--- src/rtl/cpu_clk_pkg.sv ---
// Shared constants and FSM encoding for the MIPS clock-enable scheduler.
package cpu_clk_pkg;
    localparam int DIV_W_DEF       = 16;
    localparam int DIV_DEFAULT_10K = 5000;

    typedef enum logic [1:0] {
        ST_HALT = 2'd0,
        ST_RUN  = 2'd1,
        ST_STEP = 2'd2
    } state_t;
endpackage

--- src/rtl/cpu_clk_sched_in_debounce.sv ---
// Two-flop synchronizer followed by a stable-for-DEB_CYCLES debouncer.
module in_debounce #(
    parameter int DEB_CYCLES = 500000,
    parameter int DEB_W      = 20
) (
    input  logic i_clk,
    input  logic i_rst_n,
    input  logic i_async,
    output logic o_db
);
    localparam logic [DEB_W-1:0] CNT_LAST = DEB_W'(DEB_CYCLES - 1);

    logic             r_meta;
    logic             r_sync;
    logic             r_db;
    logic [DEB_W-1:0] r_cnt;

    always_ff @(posedge i_clk or negedge i_rst_n) begin
        if (!i_rst_n) begin
            r_meta <= 1'b0;
            r_sync <= 1'b0;
            r_db   <= 1'b0;
            r_cnt  <= '0;
        end else begin
            r_meta <= i_async;
            r_sync <= r_meta;
            // Any return to the accepted level restarts the stability window.
            if (r_sync == r_db) begin
                r_cnt <= '0;
            end else if (r_cnt == CNT_LAST) begin
                r_db  <= r_sync;
                r_cnt <= '0;
            end else begin
                r_cnt <= r_cnt + DEB_W'(1);
            end
        end
    end

    assign o_db = r_db;
endmodule

--- src/rtl/cpu_clk_sched.sv ---
// Run/halt/single-step scheduler: issues a one-cycle cpu_en strobe every Ne
// board clocks while running, or one strobe per debounced step press.
module cpu_clk_sched
    import cpu_clk_pkg::*;
#(
    parameter int DIV_DEFAULT = DIV_DEFAULT_10K,
    parameter int DIV_W       = DIV_W_DEF,
    parameter int DEB_CYCLES  = 500000,
    parameter int DEB_W       = 20
) (
    input  logic             i_clk,
    input  logic             i_rst_n,
    input  logic             i_run_sw,
    input  logic             i_step_btn,
    input  logic             i_div_load,
    input  logic [DIV_W-1:0] i_div_val,
    output logic             o_cpu_en,
    output logic             o_running,
    output logic [31:0]      o_en_count
);
    logic             w_run_db;
    logic             w_step_db;
    logic             w_step_req;
    logic             r_step_db_q;
    state_t           r_state;
    state_t           w_state_nxt;
    logic [DIV_W-1:0] r_div;
    logic [DIV_W-1:0] r_cnt;
    logic [DIV_W-1:0] w_cnt_nxt;
    logic [DIV_W-1:0] w_ne_last;
    logic             w_en_nxt;
    logic             r_en;
    logic             r_running;
    logic [31:0]      r_en_count;

    in_debounce #(.DEB_CYCLES(DEB_CYCLES), .DEB_W(DEB_W)) u_run_db (
        .i_clk   (i_clk),
        .i_rst_n (i_rst_n),
        .i_async (i_run_sw),
        .o_db    (w_run_db)
    );

    in_debounce #(.DEB_CYCLES(DEB_CYCLES), .DEB_W(DEB_W)) u_step_db (
        .i_clk   (i_clk),
        .i_rst_n (i_rst_n),
        .i_async (i_step_btn),
        .o_db    (w_step_db)
    );

    assign w_step_req = w_step_db & ~r_step_db_q;
    // A ratio of zero behaves as one, so the last count is never below zero.
    assign w_ne_last  = (r_div == '0) ? '0 : r_div - DIV_W'(1);

    always_comb begin
        w_state_nxt = r_state;
        w_cnt_nxt   = r_cnt;
        w_en_nxt    = 1'b0;
        case (r_state)
            ST_HALT: begin
                if (w_run_db) begin
                    w_state_nxt = ST_RUN;
                    w_cnt_nxt   = '0;
                end else if (w_step_req) begin
                    w_state_nxt = ST_STEP;
                    w_en_nxt    = 1'b1;
                end
            end
            ST_RUN: begin
                if (!w_run_db) begin
                    w_state_nxt = ST_HALT;
                    w_cnt_nxt   = '0;
                end else if (r_cnt == w_ne_last) begin
                    w_cnt_nxt = '0;
                    w_en_nxt  = 1'b1;
                end else begin
                    w_cnt_nxt = r_cnt + DIV_W'(1);
                end
            end
            default: w_state_nxt = ST_HALT;
        endcase
        if (i_div_load) w_cnt_nxt = '0;
    end

    always_ff @(posedge i_clk or negedge i_rst_n) begin
        if (!i_rst_n) begin
            r_state     <= ST_HALT;
            r_div       <= DIV_W'(DIV_DEFAULT);
            r_cnt       <= '0;
            r_en        <= 1'b0;
            r_running   <= 1'b0;
            r_en_count  <= '0;
            r_step_db_q <= 1'b0;
        end else begin
            r_state     <= w_state_nxt;
            r_cnt       <= w_cnt_nxt;
            r_en        <= w_en_nxt;
            r_running   <= (w_state_nxt == ST_RUN);
            r_en_count  <= r_en_count + 32'(r_en);
            r_step_db_q <= w_step_db;
            if (i_div_load) r_div <= i_div_val;
        end
    end

    assign o_cpu_en   = r_en;
    assign o_running  = r_running;
    assign o_en_count = r_en_count;
endmodule

--- config.mk ---
export PLATFORM = sky130hd
export DESIGN_NAME = cpu_clk_sched
export DESIGN_NICKNAME = d
export VERILOG_FILES = /design/src/rtl/cpu_clk_pkg.sv /design/src/rtl/cpu_clk_sched_in_debounce.sv /design/src/rtl/cpu_clk_sched.sv
export SDC_FILE = /design/constraint.sdc
export NUM_CORES = 1
export LEC_CHECK = 0
export CORE_MARGIN = 2
export CORE_UTILIZATION = 45
export CTS_CLUSTER_SIZE = 20
export DETAILED_ROUTE_END_ITERATION = 10
export PLACE_DENSITY = 0.65
export SLEW_MARGIN = 20
export SYNTH_ARGS = -nofsm -noshare
export SYNTH_HDL_FRONTEND = slang
export SYNTH_SLANG_ARGS = --single-unit
--- constraint.sdc ---
create_clock -name i_clk -period 7.6 [get_ports i_clk]
set_input_delay 1.52 -clock i_clk [delete_from_list [all_inputs] [get_ports i_clk]]
set_output_delay 1.52 -clock i_clk [all_outputs]
set_load 0.005 [all_outputs]
==> out/results.ini, run 1 <==
[grt]
grt-ovfl-total=0
use_met1_pct=22.7
busiest_layer=met2
first_global_vias=4195
grtUsageMet2_pct=27.9
antenna_found_initial=0
grt_max_degree=76
grt_pass1_wl_um=19700
grt_usage_pct=17.3
met3_usage_pct=4.36

[setup_path]
start_kind=register
cp.required_ps=7880
critPathMaxStageDelay_ps=620
critPathKind=register to register
r2r_start=r_div[0]
cp-startpoint=r_div[0]
rrSetupSlack_ps=3570
cpLargestDelayFamily=simple AND/OR/NAND/NOR gates
slowest_stage=nor3b_1
cp_max_fo=24
critPathBufInv=2
crit_path_end_kind=register
path_cells=inv_1 -> ha_1 -> nor3b_1 -> nand4_1 -> or3_2 -> o21ai_0 -> nand4_1 -> nor4_2 -> a211oi_2 -> buf_4 -> and3_2 -> a221o_2
cp_common_cell=nand4_1
crit_arrival_ps=4310

[cells_and_area]
drive_above_1_share_pct=12.8
final_common_cell=dfrtp_1
antenna_cells=0
areaGrowthSynthToFinish_pct=21.3
nets=649
num-fill-cells=1122
final_cell_mix=110 x dfrtp_1, 72 x nor2_1, 53 x clkdlybuf4s50_1
design_area_mm2=0.00703

[place]
portBuffers=54
dpl_cell_area_mm2=0.00648
hpwl_um=7850
routabilityCongestion=0.810

[power]
design_power_total_uw=1460
power_density_mw_per_mm2=208
ir_drop_v=0.000134
leakage_uw=0.00310

[synthesis]
avgSynthCellArea_um2=10.3
synth-seq-cells=115
syn_nets=588
synth_edf_count=0
synth_warnings=0
synth_area_leader_cell=dfrtp_1
syn_inst=561
synthesis.area_mm2=0.00580
seq_area_frac_synth_pct=49.7
async_flop_share_pct=100
synth_top_area_share_pct=47.5
yosysUniqueCellTypes=60
synth_ff_type=dfrtp_1
synth.area.top_cells=dfrtp_1 47%, xor2_1 6.8%, xnor2_1 6.2%, nor2_1 4.7%, nand3_1 3.6%

[timing]
layout_min_cycle_time_ps=4030
grt_setup_unrepaired=false
tightest_slew_ps=922
max-slew-margin-rel_pct=38.6
period_share_pct=53.0
final.setup.tns_ps=0
hold_violations=0
setup-violations-final=0
final_max_slew_viol_count=0
max_freq_ghz=0.248
fin_skew_ps=10.3

[clock_tree]
cts_setup_buffers=0
h-tree-depth=4
cts_tree=built
cts_resized=0
cts.clk_slew.worst_paths_ps=50
clkLatencyLatePin_ps=400
clk_path_buf_depth=2
clk_root_buffer_cell=clkbuf_16
cts_sinks=115
ctsHoldBuffers=0
numCtsBuffers=17

[flow_run]
max-cap-violations=0

[floorplan]
core_area_mm2=0.0126
die_area_mm2=0.0138
die_h_um=118
die_w_um=118
ioPinCount=55
num_rows=41
start_util_pct=46.0

[drt]
drt-initial-drc-count=233
vias_per_cell=5.30
wl_per_cell_um=14.1
wl_um=11400
drtPass1Iterations=5
vias=4260
drc_errors=0
postRouteAntennaNets=0

[outcome]
status=complete, no violations

[min_path]
holdCritStartpoint=u_run_db.r_meta
hp-class=register to register

[report_power, final]
part           switching, uW  total, uW  internal (uW)
logic                   42.4       78.9           36.4
registers               17.5        645            628
clock network            253        739            486
[metrics by stage]
stage	worst slack, ps	util, %	hold slack [ps]	cells
3_3_place_gp	3750	51.3	372	775
3_5_place_dp	3570	51.3	365	775
2_1_floorplan	4510	-	331	561
4_1_cts	3570	55.7	378	804
6_report	3570	55.7	364	804
5_1_grt	3230	55.7	378	804
[layout make-up]
| class | instances | area (um2) | area share [%] |
|---|---|---|---|
| clock buffer | 25 | 505 | 7.19 |
| clock inverter | 4 | 48.8 | 0.694 |
| inverter | 13 | 48.8 | 0.694 |
| multi-input combinational | 417 | 2760 | 39.3 |
| sequential | 115 | 2880 | 41.0 |
| tap | 172 | 215 | 3.06 |
| timing repair buffer | 58 | 568 | 8.08 |
[flip-flops by register name, summed over array words and instances (netlist names)]
signal,count
r_div,16
o_cpu_en,1
r_state,2
u_run_db.r_cnt,20
u_run_db.r_sync,1
u_step_db.r_cnt,20
r_cnt,16
u_step_db.r_sync,1
o_running,1
r_step_db_q,1
u_step_db.r_meta,1
u_run_db.r_meta,1
o_en_count,32
u_step_db.o_db,1
u_run_db.o_db,1
[worst reg2reg max path, cell delays in order (launching register included)]
cell and delay [ps]:
dfrtp_1 420, inv_1 90, ha_1 190, nor3b_1 620
nand4_1 560, or3_2 600, o21ai_0 80, nand4_1 130
nor4_2 330, a211oi_2 110, buf_4 250, and3_2 220
a221o_2 290
[cells in the mapped netlist (5+ instances only)]
cell type and number:
ha_1 6, nand4_1 18, nand2_1 42, o21ai_0 9, mux2_2 16, nor2_1 73, nand3_1 42, nor2b_1 6
dfstp_2 5, inv_1 13, a221o_2 5, and3_1 20, xnor2_1 41, dfrtp_1 110, nor4_1 9, and3_2 6
a21oi_1 8, a22o_1 8, xor2_1 45, nor3_1 10, clkbuf_1 7
[routing by layer]
metal | vias up | routed length (um)
met2 | 77 | 5470
li1 | 2084 | -
met5 | - | 0
met1 | 2082 | 5320
met3 | 17 | 411
met4 | 0 | 163
[worst paths after layout]
check | end | cells past startpoint
max reg2reg | r_cnt[8] | 12
max | r_cnt[8] | 12
min reg2reg | u_run_db.r_sync | 0
min in group asynchronous | o_en_count[9] | 1
min | u_run_db.r_sync | 0
max in group asynchronous | r_cnt[13] | 2
[cell families (layout without fill, tap and decap cells)]
group	after synthesis	after routing	synth area share, %
compound gates	47	47	6.43
xor+xnor	87	87	13.4
fa+ha+maj	6	6	1.29
buf+inv	29	100	2.68
flops	115	115	49.7
mux	20	20	3.80
simple gates	257	257	22.7
Note: power is estimated with default switching activity, not from simulation.
==> run 2, diff against run 1 <==
clock period = 3.9 ns   (was 7.6 ns; I/O delays follow)
==> run 2 against run 1 <==
Non-clock buffer count rose by 3. Sequential power rose by 95%. Worst hold slack got worse by 19 ps. Highest routed layer unchanged. Clock power rose by 120%. Register-to-register slack got worse by 2900 ps. Worst setup slack got worse by 2900 ps. Routed wire length fell by 2.3%.
==> out/results.ini, run 2 (same netlist as run 1, synthesis figures left out) <==
[outcome]
status=complete, no violations

[clock_tree]
cts_sinks=115
ctsHoldBuffers=0
h-tree-depth=4
cts.clk_slew.worst_paths_ps=50
cts_setup_buffers=0
clk_root_buffer_cell=clkbuf_16
cts_tree=built
cts_resized=0
numCtsBuffers=17
clkLatencyLatePin_ps=410
clk_path_buf_depth=2

[flow_run]
max-cap-violations=0

[grt]
grt-ovfl-total=0
grtUsageMet2_pct=26.6
antenna_found_initial=0
grt_pass1_wl_um=19400
met3_usage_pct=4.89
grt_usage_pct=17.1
grt_max_degree=61
busiest_layer=met2
first_global_vias=4202
use_met1_pct=22.3

[min_path]
hp-class=register to register

[floorplan]
die_w_um=118
start_util_pct=46.0
num_rows=41
die_area_mm2=0.0138
die_h_um=118
ioPinCount=55
core_area_mm2=0.0126

[setup_path]
critPathKind=register to register
cp_max_fo=24
crit_path_end_kind=register
rrSetupSlack_ps=650
r2r_cells=10
cp-startpoint=r_div[1]
crit_arrival_ps=3540
r2r_start=r_div[1]
start_kind=register
cp.required_ps=4190
cp-endpoint=r_cnt[12]
r2r_end=r_cnt[12]

[power]
switching_share_pct=22.0
ir_drop_v=0.000313
p_int_uw=2350
seqPwrFrac_pct=41.7
leakage_uw=0.00314
power.switching_uw=665
combPwrFrac_pct=5.2
power_density_mw_per_mm2=423
pwr-share-clk_pct=53.2

[drt]
vias_per_cell=5.29
postRouteAntennaNets=0
wl_um=11100
drt-initial-drc-count=262
drc_errors=0
drtPass1Iterations=4
wl_per_cell_um=13.7
vias=4281

[cells_and_area]
areaGrowthSynthToFinish_pct=23.0
antenna_cells=0
final_cell_mix=110 x dfrtp_1, 72 x nor2_1, 53 x clkdlybuf4s50_1
final_common_cell=dfrtp_1
stdcell_count=810
nets=652
largest_reg_flops=32
utilization_pct=56.5
drive_above_1_share_pct=14.1

[place]
routabilityCongestion=0.823
dpl.cell_count=778
portBuffers=54
hpwl_um=7750

[timing]
fin_skew_ps=8.33
period_share_pct=83.3
grt_setup_unrepaired=false
max-slew-margin-rel_pct=49.7
final.setup.tns_ps=0
tightest_slew_ps=755
layout_min_cycle_time_ps=3250
setup-violations-final=0
max_freq_ghz=0.308
hold_violations=0
final_max_slew_viol_count=0

## run 2: cell types whose count changed in the layout (fill, tap and decap cells not counted), sizes merged
cell / delta
clkinv: +2
inv: +1
bufinv: +2
buf: +3
clkinvlp: +3
clkbuf: -5
## run 2: worst min-delay path by stage
stage | start | to | cells after the start
6_report | u_step_db.r_meta | u_step_db.r_sync | 0
5_1_grt | u_step_db.r_meta | u_step_db.r_sync | 0
4_1_cts | u_step_db.r_meta | u_step_db.r_sync | 0
3_5_place_dp | u_step_db.r_meta | u_step_db.r_sync | 0
3_3_place_gp | u_step_db.r_meta | u_step_db.r_sync | 0
2_1_floorplan | u_run_db.r_meta | u_run_db.r_sync | 0
## run 2: cell type report
type	instances	area (um2)
timing repair buffer	61	603
tap	172	215
sequential	115	2880
clock buffer	20	467
fill	1098	5490
multi-input combinational	417	2760
inverter	13	48.8
clock inverter	12	154
## run 2: power by group through the flow
stage	logic (uW)	registers, uW	clock network (uW)
final	156	1260	1600
after global routing	177	1260	1700
after CTS	159	1260	1630
after detailed placement	159	1280	0
after global placement	155	1270	0
after floorplan	100	1260	0
## run 2: stage by stage
stage	hold slack [ps]	cell area [um2]	total power [uW]	setup WS (ps)
after global routing	351	7130	3140	380
after CTS	346	7130	3050	640
after floorplan	331	5800	1370	811
after detailed placement	337	6510	1430	655
final	345	7130	3010	651
after global placement	334	6510	1430	724
## run 2: metal layers
metal	wire length [um]	up-vias
met1	5230	2070
met3	497	19
li1	-	2091
met4	223	0
met2	5150	101
met5	0	-
## run 2: worst max-delay path, cell delays in order (launching register included)
cell	delay, ps
dfrtp_1	410
or4_4	580
or3_1	320
and3_4	180
a2111oi_4	310
nand4_1	140
nor4_2	340
a211oi_2	110
buf_4	220
and3_2	220
a221o_2	290
